===== src/rtl/pwm_multi.sv =====
// pwm_multi: several PWM channels driven by one shared period counter.
// The counter runs edge-aligned (sawtooth) or center-aligned (triangle).
// Each channel keeps a shadow duty that the host can write at any time.
// Shadow duties are copied into the active duties only at a period boundary,
// so every period is generated with one consistent set of duties.
// A write that lands on the boundary cycle itself goes straight into the
// active duty, so it is never lost or delayed by a whole period.

module pwm_multi #(
    parameter int N        = 8,
    parameter int CHANNELS = 4,
    parameter int AW       = $clog2(CHANNELS)
) (
    input  logic                clk,
    input  logic                rst,
    input  logic                ena,
    input  logic                step,
    input  logic [N-1:0]        period,
    input  logic                mode,
    input  logic                wr_ena,
    input  logic [AW-1:0]       wr_addr,
    input  logic [N-1:0]        wr_duty,
    output logic [CHANNELS-1:0] out,
    output logic                period_done
);

    // A single channel has no meaning for a shared-counter block.
    if (CHANNELS < 2) begin : g_bad_channels
        $error("pwm_multi: CHANNELS must be at least 2");
    end

    // Direction of the triangle in center-aligned mode.
    // Edge-aligned mode always counts up and leaves the direction at DIR_UP.
    typedef enum logic {
        DIR_UP   = 1'b0,
        DIR_DOWN = 1'b1
    } dir_t;

    // Shared timebase state.
    logic [N-1:0] r_counter;
    dir_t         r_dir;
    logic [N-1:0] r_period_a;   // period in force for the current period
    logic         r_mode_a;     // mode in force: 0 edge, 1 center
    logic         r_period_done;

    // Next-state values of the timebase.
    logic [N-1:0] w_counter_next;
    dir_t         w_dir_next;
    logic         w_boundary;       // this advance would close the period
    logic         w_advance;        // the counter moves on this edge
    logic         w_boundary_take;  // a boundary actually happens on this edge

    // The counter only moves when it is enabled and strobed.
    // While ena is low, step is ignored and the whole timebase holds.
    assign w_advance       = ena & step;
    assign w_boundary_take = w_advance & w_boundary;

    // Work out where the counter would go if it advanced this cycle.
    always_comb begin
        w_counter_next = r_counter;
        w_dir_next     = r_dir;
        w_boundary     = 1'b0;

        if (r_period_a == '0) begin
            // A zero period pins the counter at 0.
            // Every advance is then a boundary, in either mode.
            w_counter_next = '0;
            w_dir_next     = DIR_UP;
            w_boundary     = 1'b1;
        end else if (!r_mode_a) begin
            // Sawtooth: 0 .. P then back to 0.
            // The wrap to 0 is the boundary, which gives P+1 steps per period.
            if (r_counter == r_period_a) begin
                w_counter_next = '0;
                w_boundary     = 1'b1;
            end else begin
                w_counter_next = r_counter + 1'b1;
            end
            w_dir_next = DIR_UP;
        end else begin
            // Triangle: climb to P, turn round, descend to 0.
            // Reaching 0 closes the period, which gives 2*P steps per period.
            if (r_dir == DIR_UP) begin
                if (r_counter == r_period_a) begin
                    w_counter_next = r_counter - 1'b1;
                    w_dir_next     = DIR_DOWN;
                end else begin
                    w_counter_next = r_counter + 1'b1;
                end
            end else begin
                w_counter_next = r_counter - 1'b1;
            end
            if (w_counter_next == '0) begin
                w_boundary = 1'b1;
                w_dir_next = DIR_UP;
            end
        end
    end

    // Timebase registers.
    // Period and mode are picked up only at a boundary.
    // period_done is a one-cycle pulse in the cycle after each boundary.
    always_ff @(posedge clk) begin
        if (rst) begin
            r_counter     <= '0;
            r_dir         <= DIR_UP;
            r_period_a    <= '0;
            r_mode_a      <= 1'b0;
            r_period_done <= 1'b0;
        end else begin
            r_period_done <= w_boundary_take;
            if (w_advance) begin
                r_counter <= w_counter_next;
                r_dir     <= w_dir_next;
            end
            if (w_boundary_take) begin
                r_period_a <= period;
                r_mode_a   <= mode;
            end
        end
    end

    assign period_done = r_period_done;

    // Per-channel duty storage and compare.
    // An address with no matching channel simply hits nothing, so
    // out-of-range writes are dropped without a separate range check.
    for (genvar gi = 0; gi < CHANNELS; gi++) begin : g_chan
        logic         w_wr_hit;
        logic [N-1:0] r_shadow;
        logic [N-1:0] r_active;

        assign w_wr_hit = wr_ena && (wr_addr == AW'(gi));

        // Shadow takes every write.
        // Active reloads from the shadow at a boundary, or takes the
        // incoming write directly when both happen on the same edge.
        always_ff @(posedge clk) begin
            if (rst) begin
                r_shadow <= '0;
                r_active <= '0;
            end else begin
                if (w_wr_hit) begin
                    r_shadow <= wr_duty;
                end
                if (w_boundary_take) begin
                    r_active <= w_wr_hit ? wr_duty : r_shadow;
                end
            end
        end

        // A duty of 0 never drives the output high.
        // A duty above the period drives it high for the whole period,
        // because the counter never exceeds the period.
        assign out[gi] = ena & (r_counter < r_active);
    end

endmodule


===== config.mk =====
export PLATFORM = sky130hd
export DESIGN_NAME = pwm_multi
export DESIGN_NICKNAME = d
export VERILOG_FILES = /design/src/rtl/pwm_multi.sv
export SDC_FILE = /design/constraint.sdc
export NUM_CORES = 1
export LEC_CHECK = 0
export BUFFER_PORTS_ARGS = -buffer_cell sky130_fd_sc_hd__buf_2
export CAP_MARGIN = 20
export CORE_UTILIZATION = 61
export CTS_CLUSTER_DIAMETER = 30
export DETAILED_ROUTE_END_ITERATION = 12
export PLACE_DENSITY_LB_ADDON = 0.15
export SLEW_MARGIN = 20
export SYNTH_ARGS = -nofsm -noshare
export SYNTH_HDL_FRONTEND = slang
export SYNTH_SLANG_ARGS = --single-unit

===== constraint.sdc =====
create_clock -name clk -period 6.7 [get_ports clk]
set_clock_uncertainty 0.2 [all_clocks]
set_input_delay 2.01 -clock clk [delete_from_list [all_inputs] [get_ports clk]]
set_output_delay 2.01 -clock clk [all_outputs]
set_load 0.02 [all_outputs]

==> results.cfg <==
[min_path]
hp-class = reg2reg
min_from = r_period_a[7]
min_to = r_period_a[7]
hold_depth = 2

[critical_path]
crit_chain = ha_1 > a21o_1 > a21o_1 > a21o_1 > a21o_1 > a21o_1 > a21o_1 > a21oi_1 > buf_2
worstSetupPathType = reg2out
crit_path_end_kind = primary output
critPathBufInv = 1
critPathLaunchType = register
critPathRequiredTime_ps = 4490
crit_slowest_cell = dfxtp_1
reg2reg_depth = 10
cp.arrival_ps = 2670
worst-path-max-fanout = 11
cp_common_cell = a21o_1
max_stage_delay_ps = 650
ff2ff_setup_slack_ps = 2170
critical-path-top-delay-family = compound AO/OA/AOI/OAI gates
r2r-end = g_chan[0].r_active[6]
startpoint = r_counter[1]
r2r-start = r_counter[1]

[pwr]
power.leakage_nw = 2.11
swShare_pct = 29.9
ir_drop_mv = 0.138
p_seq_share_pct = 48.6
pwr-share-clk_pct = 31.4
power.switching_mw = 0.323
powerDensity_nw_per_um2 = 222
power_frac_comb_pct = 20.0
p_int_mw = 0.758
finalPower_mw = 1.08

[timing]
tightest_slew_ps = 1030
timing.final.max_slew_violations = 0
setup_violations = 0
finalCriticalPeriod_ps = 4880
setup_tns_ps = 0
grt_setup_unrepaired = no
finalCritPeriodShare_pct = 72.9
hold_viol = 0
slew_headroom_pct = 31.6
worst_hold_slack_ps = 308
fmax_ghz = 0.205

[clock_tree]
cts_root_buf = clkbuf_8
clkLatencyLatePin_ps = 340
cts_resized = 0
h-tree-depth = 3
cts_buffers = 9
cts.path.max_buffers = 2
tritoncts = yes
clk_pin_slew_ps = 90
cts_setup_buffers = 0
clkSinkCount = 83
ctsHoldBuffers = 0

[die]
start_util_pct = 63.6
dieArea_um2 = 7950
core_area_um2 = 7290
io_pins = 29
die_h_um = 89.2
die_x_um = 89.2
std_cell_rows = 31

[placed_design]
gp_congestion = 0.906
place.detailed.hpwl_um = 6020
port_buffers = 28

[synth]
seq_area_frac_synth_pct = 35.8
avgSynthCellArea_um2 = 9.58
synth_cell_types = 50
synth_area_leaders = dfxtp_1 36%, mux2_4 10%, mux2i_1 8.6%
netlist_instances = 484
ys_ff_latch = 83
synth_top_area_share_pct = 35.8
yosysTopAreaCell = dfxtp_1
yosys_warnings = 0
synth_edf_count = 0
async_flop_share_pct = 0
synth-main-ff-cell = dfxtp_1
syn_nets = 538
synth_area_um2 = 4640

[grt]
track_usage_pct = 23.6
grtUsageMet3_pct = 4.62
grt_use_met2_pct = 38.9
grt_max_degree = 59
grt.overflow.total = 0
met1_usage_pct = 31.5
grt_pass1_wl_um = 14300
grt_pass1_vias = 3040
top_usage_layer = met2
antenna_found_initial = 0

[detailed_routing]
route.detailed.drc = 0
drt-initial-drc-count = 112
ant_nets = 0
routed_wl_um = 8540
via_per_inst = 5.41
wl_per_cell_um = 14.2
first_pass_iters = 4
vias = 3238

[layout]
num-fill-cells = 626
num_antenna_cells = 0
layout.nets = 549
syn_to_final_growth_pct = 5.24
drive_above_1_share_pct = 17.6

[flow_run]
drv_cap = 0

[outcome]
status = finished clean
==> sequential cells by signal, summed over array words and instances, names as in the netlist <==
| name | cells |
|---|---|
| r_period_a | 8 |
| period_done | 1 |
| g_chan.r_shadow | 32 |
| r_dir | 1 |
| r_counter | 8 |
| g_chan.r_active | 32 |
| r_mode_a | 1 |
==> metal layers <==
| layer | part of all wire [%] | wire (um) |
|---|---|---|
| met5 | 0 | 0 |
| met4 | 0.52 | 44 |
| met3 | 2.8 | 235 |
| met2 | 46 | 3970 |
| met1 | 50 | 4290 |
==> final cells by class <==
type / count / area, um^2 / share of cell area [%]
multi-input cells: 340 / 2630 / 53.9
clock inverters: 6 / 50.0 / 1.03
inverters: 30 / 113 / 2.31
repair buffers: 31 / 163 / 3.33
well taps: 99 / 124 / 2.54
flip-flops and latches: 83 / 1660 / 34.1
clock buffers: 10 / 138 / 2.82
==> cells in the final DEF, fill, tap and decap left out, drive strengths merged, types with 16 or more instances in the layout <==
cell type,n
dfxtp,83
nor2,81
mux2i,41
mux2,34
inv,31
buf,31
ha,30
nand2b,24
a21o,24
a21oi,16
==> cell families after synthesis <==
| kind of cell | count (synthesis) | share of synthesized area (%) |
|---|---|---|
| buffers and inverters | 61 | 7.42 |
| and+or+nand+nor | 155 | 16.4 |
| adders and majority gates | 30 | 8.10 |
| DFF | 83 | 35.8 |
| muxes | 75 | 19.7 |
| xor gates and xnor gates | 16 | 3.02 |
| AOI/OAI and AO/OA | 64 | 9.53 |
==> cells in the mapped netlist, drive strengths merged (2+ instances only) <==
cell     n
and2     2
inv     30
nand4    3
or3      3
nor3     3
dfxtp   83
nor2b    5
clkbuf  17
xor2     6
mux2i   41
o31a     2
nand2    9
a21oi   16
ha      30
o21ai    7
nor4     4
nand3    5
nand2b  24
nand3b   4
a22oi    2
buf     14
a21o    24
xnor2   10
nor2    81
a211oi   5
and3     5
mux2    34
==> per-stage QoR <==
stage | utilization, % | instance area [um^2] | worst slack (ps) | std cells
after floorplan | - | 4640 | 2100 | 484
after global placement | 64.3 | 4690 | 1960 | 583
after detailed placement | 64.3 | 4690 | 1960 | 583
after CTS | 66.9 | 4880 | 1780 | 599
after global routing | 66.9 | 4880 | 1680 | 599
final | 66.9 | 4880 | 1820 | 599
==> power groups by stage <==
stage,combinational [mW],sequential (mW),clock (mW)
6_report,0.216,0.525,0.340
5_1_grt,0.237,0.528,0.368
4_1_cts,0.216,0.525,0.345
3_5_place_dp,0.215,0.537,0
3_3_place_gp,0.213,0.536,0
2_1_floorplan,0.195,0.531,0
==> worst reg2reg max path: cells and delay by family, from the launching register on <==
kind                     cells  cell delay [ps]
AO/OA/AOI/OAI                3             1570
buffers and inverters        1              440
XOR/XNOR                     1               90
multiplexers                 1              330
AND/OR/NAND/NOR              3              820
flip-flops                   1              650
adder cells (fa/ha/maj)      1              340
==> worst max-delay path by stage <==
stage | to | cells past startpoint
2_1_floorplan | out[0] | 2
3_3_place_gp | out[2] | 4
6_report | out[3] | 9
3_5_place_dp | out[2] | 4
4_1_cts | out[3] | 9
5_1_grt | out[3] | 9
No activity file was read; power rests on OpenSTA's default activity.
